File: config.mk
export PLATFORM = sky130hd
export DESIGN_NAME = hazard_fwd_unit
export DESIGN_NICKNAME = d
export VERILOG_FILES = /design/src/rtl/hazard_fwd_unit.sv
export SDC_FILE = /design/constraint.sdc
export NUM_CORES = 1
export LEC_CHECK = 0
export ABC_CLOCK_PERIOD_IN_PS = 2650
export BUFFER_PORTS_ARGS = -buffer_cell sky130_fd_sc_hd__buf_4
export CELL_PAD_IN_SITES_DETAIL_PLACEMENT = 0
export CELL_PAD_IN_SITES_GLOBAL_PLACEMENT = 1
export CORE_UTILIZATION = 34
export DETAILED_ROUTE_END_ITERATION = 12
export PLACE_DENSITY = 0.92
export SYNTH_ARGS = -nofsm -noshare
export SYNTH_HDL_FRONTEND = slang
export SYNTH_SLANG_ARGS = --single-unit
export TNS_END_PERCENT = 5
File: constraint.sdc
create_clock -name clk -period 2.65 [get_ports clk]
set_input_delay 0 -clock clk [delete_from_list [all_inputs] [get_ports clk]]
set_output_delay 0 -clock clk [all_outputs]
set_load 0.02 [all_outputs]
File: src/rtl/hazard_fwd_unit.sv
// Hazard detection and operand forwarding beside the decode/execute boundary.
// Keeps a shadow copy of in-flight destinations (EX plus FWD_STAGES later stages).
module hazard_fwd_unit #(
  parameter int XLEN             = 32,
  parameter int RA_W             = 5,
  parameter int NUM_RD_PORTS     = 2,
  parameter int FWD_STAGES       = 2,
  parameter int LOAD_READY_STAGE = 2,
  localparam int SEL_W           = $clog2(FWD_STAGES + 1)
) (
  input  logic                         clk,
  input  logic                         rst,
  input  logic                         id_valid,
  input  logic [NUM_RD_PORTS*RA_W-1:0] id_ra,
  input  logic [NUM_RD_PORTS-1:0]      id_ra_used,
  input  logic [RA_W-1:0]              id_wa,
  input  logic                         id_regwen,
  input  logic                         id_is_load,
  input  logic                         ex_redirect,
  input  logic [NUM_RD_PORTS*XLEN-1:0] ex_opnd_in,
  input  logic [FWD_STAGES*XLEN-1:0]   fwd_data,
  output logic [NUM_RD_PORTS*XLEN-1:0] ex_opnd_out,
  output logic [NUM_RD_PORTS*SEL_W-1:0] fwd_sel,
  output logic                         stall_fd,
  output logic                         flush_fd,
  output logic                         flush_de,
  output logic [31:0]                  stall_cnt,
  output logic [31:0]                  flush_cnt
);

  // Index 0 is the EX entry, index k is forwarding stage k.
  logic [FWD_STAGES:0]                 r_vld;
  logic [FWD_STAGES:0]                 r_rw;
  logic [FWD_STAGES:0][RA_W-1:0]       r_wa;
  logic [FWD_STAGES-1:0]               r_ld;
  logic [NUM_RD_PORTS-1:0][RA_W-1:0]   r_ex_ra;
  logic [NUM_RD_PORTS-1:0]             r_ex_used;
  logic [31:0]                         r_stall_cnt;
  logic [31:0]                         r_flush_cnt;

  logic                                w_lu;
  logic                                w_stall;
  logic                                w_bubble;
  logic [NUM_RD_PORTS-1:0][SEL_W-1:0]  w_sel;
  logic [NUM_RD_PORTS-1:0][XLEN-1:0]   w_opnd;

  // Descending search so the youngest matching producer is the one kept.
  always_comb begin
    w_sel  = '0;
    w_opnd = '0;
    for (int p = 0; p < NUM_RD_PORTS; p++) begin
      w_opnd[p] = ex_opnd_in[p*XLEN +: XLEN];
      if (r_ex_used[p] && r_ex_ra[p] != '0) begin
        for (int k = FWD_STAGES; k >= 1; k--) begin
          if (r_vld[k] && r_rw[k] && r_wa[k] == r_ex_ra[p]) begin
            w_sel[p]  = SEL_W'(k);
            w_opnd[p] = fwd_data[(k-1)*XLEN +: XLEN];
          end
        end
      end
    end
  end

  // A load at position q has its data forwardable only once it reaches LOAD_READY_STAGE.
  always_comb begin
    w_lu = 1'b0;
    for (int q = 0; q < FWD_STAGES; q++) begin
      if ((q + 1) < LOAD_READY_STAGE && r_vld[q] && r_rw[q] && r_ld[q]) begin
        for (int p = 0; p < NUM_RD_PORTS; p++) begin
          if (id_ra_used[p] && id_ra[p*RA_W +: RA_W] != '0 &&
              id_ra[p*RA_W +: RA_W] == r_wa[q])
            w_lu = 1'b1;
        end
      end
    end
  end

  assign w_stall  = id_valid & w_lu & ~ex_redirect;
  assign w_bubble = w_stall | ex_redirect;

  always_ff @(posedge clk or negedge rst) begin
    if (!rst) begin
      r_vld       <= '0;
      r_rw        <= '0;
      r_wa        <= '0;
      r_ld        <= '0;
      r_ex_ra     <= '0;
      r_ex_used   <= '0;
      r_stall_cnt <= '0;
      r_flush_cnt <= '0;
    end else begin
      for (int k = 1; k <= FWD_STAGES; k++) begin
        r_vld[k] <= r_vld[k-1];
        r_rw[k]  <= r_rw[k-1];
        r_wa[k]  <= r_wa[k-1];
      end
      for (int k = 1; k < FWD_STAGES; k++)
        r_ld[k] <= r_ld[k-1];
      if (w_bubble) begin
        r_vld[0]  <= 1'b0;
        r_rw[0]   <= 1'b0;
        r_wa[0]   <= '0;
        r_ld[0]   <= 1'b0;
        r_ex_used <= '0;
      end else begin
        r_vld[0]  <= id_valid;
        r_rw[0]   <= id_regwen && (id_wa != '0);
        r_wa[0]   <= id_wa;
        r_ld[0]   <= id_is_load;
        r_ex_ra   <= id_ra;
        r_ex_used <= id_ra_used & {NUM_RD_PORTS{id_valid}};
      end
      if (w_stall && r_stall_cnt != '1)
        r_stall_cnt <= r_stall_cnt + 32'd1;
      if (ex_redirect && r_flush_cnt != '1)
        r_flush_cnt <= r_flush_cnt + 32'd1;
    end
  end

  assign ex_opnd_out = w_opnd;
  assign fwd_sel     = w_sel;
  assign stall_fd    = w_stall;
  assign flush_fd    = ex_redirect;
  assign flush_de    = ex_redirect;
  assign stall_cnt   = r_stall_cnt;
  assign flush_cnt   = r_flush_cnt;

endmodule

==> results of run 1 <==
-- cell usage in the layout (no fill, tap or decap), types with 19 or more instances in the layout --
cell type | Yosys | layout
nor2_1 | 21 | 21
xor2_1 | 33 | 33
buf_4 | 2 | 294
nor3_1 | 19 | 19
nand2_1 | 33 | 33
dfrtp_1 | 98 | 98
a2bb2oi_1 | 32 | 32
xnor2_1 | 55 | 55
a21oi_1 | 35 | 35
nand3_1 | 25 | 25
nand4_1 | 25 | 25
inv_1 | 39 | 39
dlygate4sd3_1 | 0 | 21
o22ai_1 | 64 | 64
-- area by class of cell --
type | instances | area, µm² | area share, %
multi-input combinational | 430 | 3007 | 34.52
timing repair buffer | 321 | 2515 | 28.87
sequential | 98 | 2452 | 28.15
tap | 220 | 275.3 | 3.160
clock buffer | 9 | 225.2 | 2.585
inverter | 39 | 146.4 | 1.681
clock inverter | 6 | 90.09 | 1.034
-- worst max-delay path: cells and delay by family, from the launching register on --
kind                   cells  cell delay (ns)
buffers and inverters      2             0.44
AO/OA/AOI/OAI              2             0.40
AND/OR/NAND/NOR            3             0.65
XOR/XNOR                   1             0.19
flip-flops                 1             0.43
-- report_power, final --
| group | switching [mW] | internal [mW] | total, mW |
|---|---|---|---|
| Sequential | 0.106 | 1.58 | 1.69 |
| Combinational | 0.388 | 0.438 | 0.826 |
| Clock | 0.558 | 0.827 | 1.38 |
| Total | 1.05 | 2.85 | 3.90 |
-- Yosys cell counts, types with 8 or more instances --
cell type | instances | area (µm²)
nor4_1 | 8 | 50.05
nand4_1 | 25 | 156.4
buf_2 | 19 | 95.09
xor2_1 | 33 | 289.0
a2bb2oi_1 | 32 | 280.3
and3_1 | 9 | 56.30
nor2_1 | 21 | 78.83
mux2_2 | 10 | 112.6
nand3_1 | 25 | 125.1
xnor2_1 | 55 | 481.7
nand2_1 | 33 | 123.9
and2_1 | 13 | 81.33
o22ai_1 | 64 | 400.4
nor3_1 | 19 | 95.09
dfrtp_1 | 98 | 2452
a21oi_1 | 35 | 175.2
inv_1 | 39 | 146.4
clkbuf_1 | 11 | 41.29
-- path summary, 6_finish.rpt --
path	from	end	slack, ns	depth (start not counted)
max	r_ex_ra[9]$_DFFE_PN0N_	ex_opnd_out[43]	0.16	8
min	ex_redirect	flush_cnt[20]$_DFFE_PN0P_	0.07	3
max reg2reg	flush_cnt[9]$_DFFE_PN0P_	flush_cnt[23]$_DFFE_PN0P_	0.48	6
min reg2reg	r_rw[0]$_DFF_PN0_	r_rw[1]$_DFF_PN0_	0.38	0
max in group asynchronous	rst	flush_cnt[28]$_DFFE_PN0P_	1.71	3
min in group asynchronous	rst	flush_cnt[18]$_DFFE_PN0P_	0.26	2
-- per-stage QoR --
stage	util (%)	hold slack (ns)
CTS	52.58	0.05422
global placement	49.40	0.09866
finish	52.71	0.07280
detailed placement	49.40	0.1000
global route	52.71	0.09482
floorplan	-	-0.2956
-- cells by family after synthesis --
group           after synthesis  share of synthesized area, %
compound gates              147                         17.45
xor+xnor                     88                         13.42
buf+inv                      72                         5.380
mux                          13                         2.592
fa+ha+maj                     2                        0.4356
flops                        98                         42.69
simple gates                180                         18.04
-- timing repair --
| item | CTS | global route |
|---|---|---|
| hold buffers | 21 | 0 |
| endpoints found under the hold margin | 73 | 0 |
| gates resized for setup | 0 | 4 |
| setup buffers | 0 | 1 |
| setup endpoints to repair | 0 | 41 |
-- routing by layer --
layer  part of all wire (%)  global-route usage (%)  wire [µm]
met5                      0                       0          0
met4                    1.9                   6.783        374
met3                    6.5                   4.844       1295
met2                     51                   39.56      10140
met1                     40                   26.74       7970
-- flip-flops by register name, summed over array words and instances (netlist names) --
signal	flops
stall_cnt	32
r_rw	3
r_wa	15
r_ld	1
r_vld	3
r_ex_ra	10
flush_cnt	32
r_ex_used	2
==> metrics.cfg, run 1 <==
[power_and_ir_drop]
vdd_drop_max_uv = 594.3
power.density_nw_per_um2 = 447.4
p_leak_nw = 4.202
fin_total_pwr_mw = 3.898

[grt]
grt_overflow = 0
grt_pass1_wl_um = 31020
grt_pass1_vias = 5802
antenna_found_initial = 0
grtUsageTotal_pct = 22.25
grt_max_degree = 55

[timing]
slew_violations = 0
timing.final.crit_share_pct = 93.81
finClkSkew_ns = 0.008132
tns_ns = 0
hold_viol = 0
fin_crit_ns = 2.486
setup_viol = 0
max_freq_ghz = 0.4023
worstMarginPinSlew_ns = 0.7086
fin_ws_ns = 0.1641
rsz0062_at_grt = false
maxSlewHeadroom_pct = 52.76

[die]
fp-row-count = 47
pin_count = 286
fp.dieH_um = 132.0
dieArea_um2 = 17420
coreArea_um2 = 16520
die_w_um = 132.0
initial_core_util_pct = 34.76

[setup_path]
crit_chain = xnor2_1 -> nand4_1 -> or3_1 -> nand2_1 -> buf_6 -> o22ai_1 -> a2bb2oi_1 -> buf_4
worstPathRequired_ns = 2.65
critPathCaptureType = output pin
start_kind = flop
timing.critical_path.slowest_cell_delay_ns = 0.45
crit_arrival_ns = 2.49
path_class = reg2out
path_max_fanout = 33
slowest_stage = or3_1

[synthesis]
synth_edf_count = 0
ys_warn_count = 0
synth.net_count = 753
synth.distinct_cells = 52
synth_ff_type = dfrtp_1
ys_ff_latch = 98
synth_cells = 600
seq_area_frac_synth_pct = 42.69
netlist_area_um2 = 5744
postSynthAreaPerCell_um2 = 9.574
async_flop_share_pct = 100.0

[drt]
routedWlPerCell_um = 17.61
antenna_left = 0
first_iter_violations = 278
drc_errors = 0
vias = 5810
avgViaCountPerCell = 5.174
dr.pass1.iters = 4
route.final.wire_length_um = 19780

[cts]
clkLatencyLatePin_ns = 0.34
cts-root-buf = clkbuf_16
tritoncts = yes
cts-buffers-inserted = 9
cts_buffer_depth = 2
clkSinkCount = 98
h-tree-depth = 3
path_clk_slew_ns = 0.07

[placed_design]
gp_congestion = 0.9978
place_inst = 1086
place_area_um2 = 8163
port_buffers = 285
pre_cts_ws_ns = 0.3852
dp_hpwl_um = 15050

[final_layout]
area_delta_synth_final_pct = 51.64
fill_cells = 1522
antennaDiodeCount = 0
design_area_um2 = 8711
stdcell_count = 1123
nets = 1052
drive_gt1_share_pct = 37.98

[run]
cap_violations = 0

[status]
status = complete, no violations

[worst_hold_path]
hold_class = in2reg

No activity file was read; power rests on OpenSTA's default activity.
==> run 2, diff against run 1 <==
Settings changed: BUFFER_PORTS_ARGS -buffer_cell sky130_fd_sc_hd__buf_4 to -buffer_cell sky130_fd_sc_hd__buf_2.
==> metrics.cfg, run 2 (same netlist as run 1, synthesis figures left out) <==
[placed_design]
gp_congestion = 1.030
port_buffers = 285
place_inst = 1086
dp_hpwl_um = 14690

[drt]
vias = 5951
route.final.wire_length_um = 19460
routedWlPerCell_um = 17.26
first_iter_violations = 267
drc_errors = 0
dr.pass1.iters = 5
antenna_left = 0
avgViaCountPerCell = 5.280

[final_layout]
stdcell_count = 1127
layout_commonest_cell = buf_2
nets = 1053
layout_common_cells = buf_2, dfrtp_1, o22ai_1
multi_input_comb_area_um2 = 3014
final_util_pct = 48.61
area_delta_synth_final_pct = 39.84
drive_gt1_share_pct = 38.12
seq_area_um2 = 2452
fill_cells = 1561

[die]
pin_count = 286
die_w_um = 132.0
coreArea_um2 = 16520
fp.dieH_um = 132.0
initial_core_util_pct = 34.76
dieArea_um2 = 17420
fp-row-count = 47

[status]
status = complete, no violations

[timing]
maxSlewHeadroom_pct = 52.34
max_freq_ghz = 0.3977
worstMarginPinSlew_ns = 0.7148
tns_ns = 0
slew_violations = 0
finClkSkew_ns = 0.006757
hold_viol = 0
timing.final.crit_share_pct = 94.88
setup_viol = 0
rsz0062_at_grt = false
fin_crit_ns = 2.514

[cts]
path_clk_slew_ns = 0.07
cts-root-buf = clkbuf_16
clkLatencyLatePin_ns = 0.34
h-tree-depth = 3
cts_buffer_depth = 2
cts-buffers-inserted = 9
tritoncts = yes
clkSinkCount = 98

[grt]
antenna_found_initial = 2
grtUsageTotal_pct = 22.24
grt_pass1_vias = 5780
grt_pass1_wl_um = 30860
grt_max_degree = 62
grt_overflow = 0

[worst_hold_path]
hold_class = in2reg

[run]
cap_violations = 0

[setup_path]
path_max_fanout = 33
worstPathRequired_ns = 2.65
critPathCaptureType = output pin
crit_arrival_ns = 2.51
start_kind = flop
path_class = reg2out

[power_and_ir_drop]
p_leak_nw = 4.029
vdd_drop_max_uv = 559.8
power.density_nw_per_um2 = 474.7

## run 2: layer usage
metal  GRT usage [%]  vias up  part of all wire [%]  wire (µm)
li1                -     2794                     -          -
met1           27.48     2850                    40       7762
met2           37.80      271                    50       9716
met3           4.921       36                   7.4       1439
met4           8.527        0                   2.8        537
met5               0        -                     0          0
## run 2: repair_timing
item / 4_1_cts / 5_1_grt
resized for setup: 1 / 7
hold buffers: 22 / 0
pin swaps: 0 / 0
endpoints found under the setup margin: 1 / 40
endpoints found under the hold margin: 57 / 0
setup buffers: 0 / 1
## run 2: worst paths after layout
kind | from | to | slack [ns] | cells after the start
min in group asynchronous | rst | flush_cnt[6]$_DFFE_PN0P_ | 0.17 | 2
max | r_wa[6]$_DFF_PN0_ | ex_opnd_out[55] | 0.14 | 8
min | ex_redirect | flush_cnt[20]$_DFFE_PN0P_ | 0.11 | 3
max reg2reg | r_wa[4]$_DFF_PN0_ | r_rw[0]$_DFF_PN0_ | 0.24 | 8
max in group asynchronous | rst | r_ex_ra[5]$_DFFE_PN0N_ | 1.81 | 3
min reg2reg | r_rw[0]$_DFF_PN0_ | r_rw[1]$_DFF_PN0_ | 0.37 | 0
## run 2: area by class of cell
| class | instances | area share, % |
|---|---|---|
| Multi-Input combinational cell | 430 | 37.52 |
| Timing Repair Buffer | 322 | 22.54 |
| Clock inverter | 5 | 1.075 |
| Tap cell | 220 | 3.427 |
| Antenna cell | 2 | 0.06231 |
| Inverter | 39 | 1.822 |
| Clock buffer | 11 | 3.022 |
| Sequential cell | 98 | 30.53 |
## run 2: worst max-delay path, cell delays in order (launching register included)
cell and delay, ns:
dfrtp_1 0.43, xnor2_1 0.18, nand4_1 0.10, or3_1 0.44, nand2_1 0.10, buf_6 0.25, o22ai_1 0.13, a2bb2oi_1 0.28
buf_2 0.22
## run 2: metrics by stage
stage / setup WS (ns) / hold WS, ns / instance area (µm²) / power, mW
finish: 0.1357 / 0.1071 / 8033 / 3.813
global route: 0.008587 / 0.1275 / 8033 / 3.979
CTS: 0.01846 / 0.09878 / 7990 / 3.846
detailed placement: 0.3810 / 0.005531 / 7440 / 2.396
global placement: 0.3999 / 0.00009048 / 7440 / 2.385
floorplan: 0.5806 / -0.2956 / 5744 / 2.058
## run 2: power breakdown
group / internal (mW) / total, mW / leakage (nW) / switching [mW]
Combinational: 0.323 / 0.710 / 2.57 / 0.387
Sequential: 1.58 / 1.69 / 1.29 / 0.109
Clock: 0.860 / 1.41 / 0.160 / 0.554
==> run 3, diff against run 2 <==
Settings changed: BUFFER_PORTS_ARGS -buffer_cell sky130_fd_sc_hd__buf_2 to -buffer_cell sky130_fd_sc_hd__clkbuf_2.
==> metrics.cfg, run 3 (same netlist as run 1, synthesis figures left out) <==
[grt]
grt_pass1_wl_um = 29890
grt_pass1_vias = 5726
grtUsageTotal_pct = 21.61
grt_overflow = 0
grt_max_degree = 46
antenna_found_initial = 3

[timing]
hold_viol = 0
worstMarginPinSlew_ns = 0.5699
tns_ns = 0
rsz0062_at_grt = false
maxSlewHeadroom_pct = 62.01
timing.final.crit_share_pct = 96.16
max_freq_ghz = 0.3924
setup_viol = 0
finClkSkew_ns = 0.006498
slew_violations = 0
fin_ws_ns = 0.1016
fin_crit_ns = 2.548

[setup_path]
r2r.worst_path.cells = 8
path_max_fanout = 34
critPathCaptureType = output pin
start_kind = flop
path_class = reg2out
crit_arrival_ns = 2.55
worstPathRequired_ns = 2.65

[die]
coreArea_um2 = 16520
fp-row-count = 47
fp.dieH_um = 132.0
pin_count = 286
initial_core_util_pct = 34.76
dieArea_um2 = 17420
die_w_um = 132.0

[final_layout]
area_delta_synth_final_pct = 40.08
drive_gt1_share_pct = 38.41
layout_commonest_cell = clkbuf_2
nets = 1054
layout_common_cells = clkbuf_2, dfrtp_1, o22ai_1

[placed_design]
dp_hpwl_um = 14680
port_buffers = 285
pre_cts_ws_ns = 0.3511
gp_congestion = 0.9630

[run]
cap_violations = 0

[cts]
clkSinkCount = 98
cts-buffers-inserted = 9
tritoncts = yes
cts_buffer_depth = 2
postCtsSetupRepairBufs = 0
cts-root-buf = clkbuf_16
clkLatencyLatePin_ns = 0.34
path_clk_slew_ns = 0.07
h-tree-depth = 3

[drt]
antenna_left = 0
routedWlPerCell_um = 16.94
avgViaCountPerCell = 5.229
route.final.wire_length_um = 19120
vias = 5904
drc_errors = 0
dr.pass1.iters = 4
first_iter_violations = 240

[power_and_ir_drop]
p_leak_nw = 4.027
vdd_drop_max_uv = 595.1
power.density_nw_per_um2 = 474.6

[worst_hold_path]
whs_path_depth = 3
hold_class = in2reg

[status]
status = complete, no violations

==> run 3: cell count changes in the layout (fill, tap and decap cells not counted), sizes merged <==
cell,delta
inv,+1
clkinvlp,+1
clkinv,-2
diode,+1
clkbuf,+284
buf,-283
==> run 3: per-layer routing <==
layer / vias to the layer above / track usage [%] / share of wire (%)
li1: 2803 / - / -
met1: 2815 / 26.15 / 41
met2: 244 / 36.95 / 49
met3: 42 / 4.383 / 6.1
met4: 0 / 9.948 / 3.7
met5: - / 0 / 0
==> run 3: final timing paths <==
kind                                              from                         to  slack, ns
worst max-delay path            r_ex_ra[9]$_DFFE_PN0N_            ex_opnd_out[43]       0.10
worst min-delay path                       ex_redirect  flush_cnt[20]$_DFFE_PN0P_       0.16
worst max register to register       r_wa[3]$_DFF_PN0_          r_rw[0]$_DFF_PN0_       0.21
worst min register to register       r_rw[0]$_DFF_PN0_          r_rw[1]$_DFF_PN0_       0.39
max in group asynchronous                          rst  stall_cnt[19]$_DFFE_PN0P_       1.79
min in group asynchronous                          rst   flush_cnt[2]$_DFFE_PN0P_       0.19
==> run 3: cell type report <==
type,instances,area [µm²]
flip-flops and latches,98,2452
diodes,3,7.507
multi-input cells,430,3033
clock inverters,5,85.08
fillers,1551,8478
well taps,220,275.3
inverters,39,146.4
clock buffers,11,242.7
repair buffers,323,1804
==> run 3: critical path, stage by stage, from the launching register on <==
cell	delay, ns
dfrtp_1	0.46
xnor2_2	0.20
nand4_1	0.09
or3_1	0.41
buf_6	0.21
a21oi_4	0.17
buf_12	0.20
a2bb2oi_1	0.24
clkbuf_2	0.21
==> run 3: metrics by stage <==
stage	cells	cell area, µm²	power, mW	utilization [%]	hold WS (ns)
after floorplan	600	5744	2.058	-	-0.2956
after global placement	1088	7442	2.384	45.04	0.01826
after detailed placement	1088	7442	2.401	45.04	0.01980
after CTS	1126	8006	3.844	48.45	0.1575
after global routing	1129	8046	3.961	48.69	0.1948
final	1129	8046	3.819	48.69	0.1586
==> run 3: power breakdown <==
group | switching, mW | leakage (nW) | internal, mW
Clock | 0.554 | 0.157 | 0.860
Combinational | 0.390 | 2.58 | 0.324
Sequential | 0.110 | 1.29 | 1.58
Total | 1.05 | 4.03 | 2.76
==> run 3: repair_timing <==
item	4_1_cts	5_1_grt
pin swaps	0	0
gates resized for setup	3	7
hold buffers	22	0
endpoints found under the setup margin	3	49
hold endpoints to repair	62	0
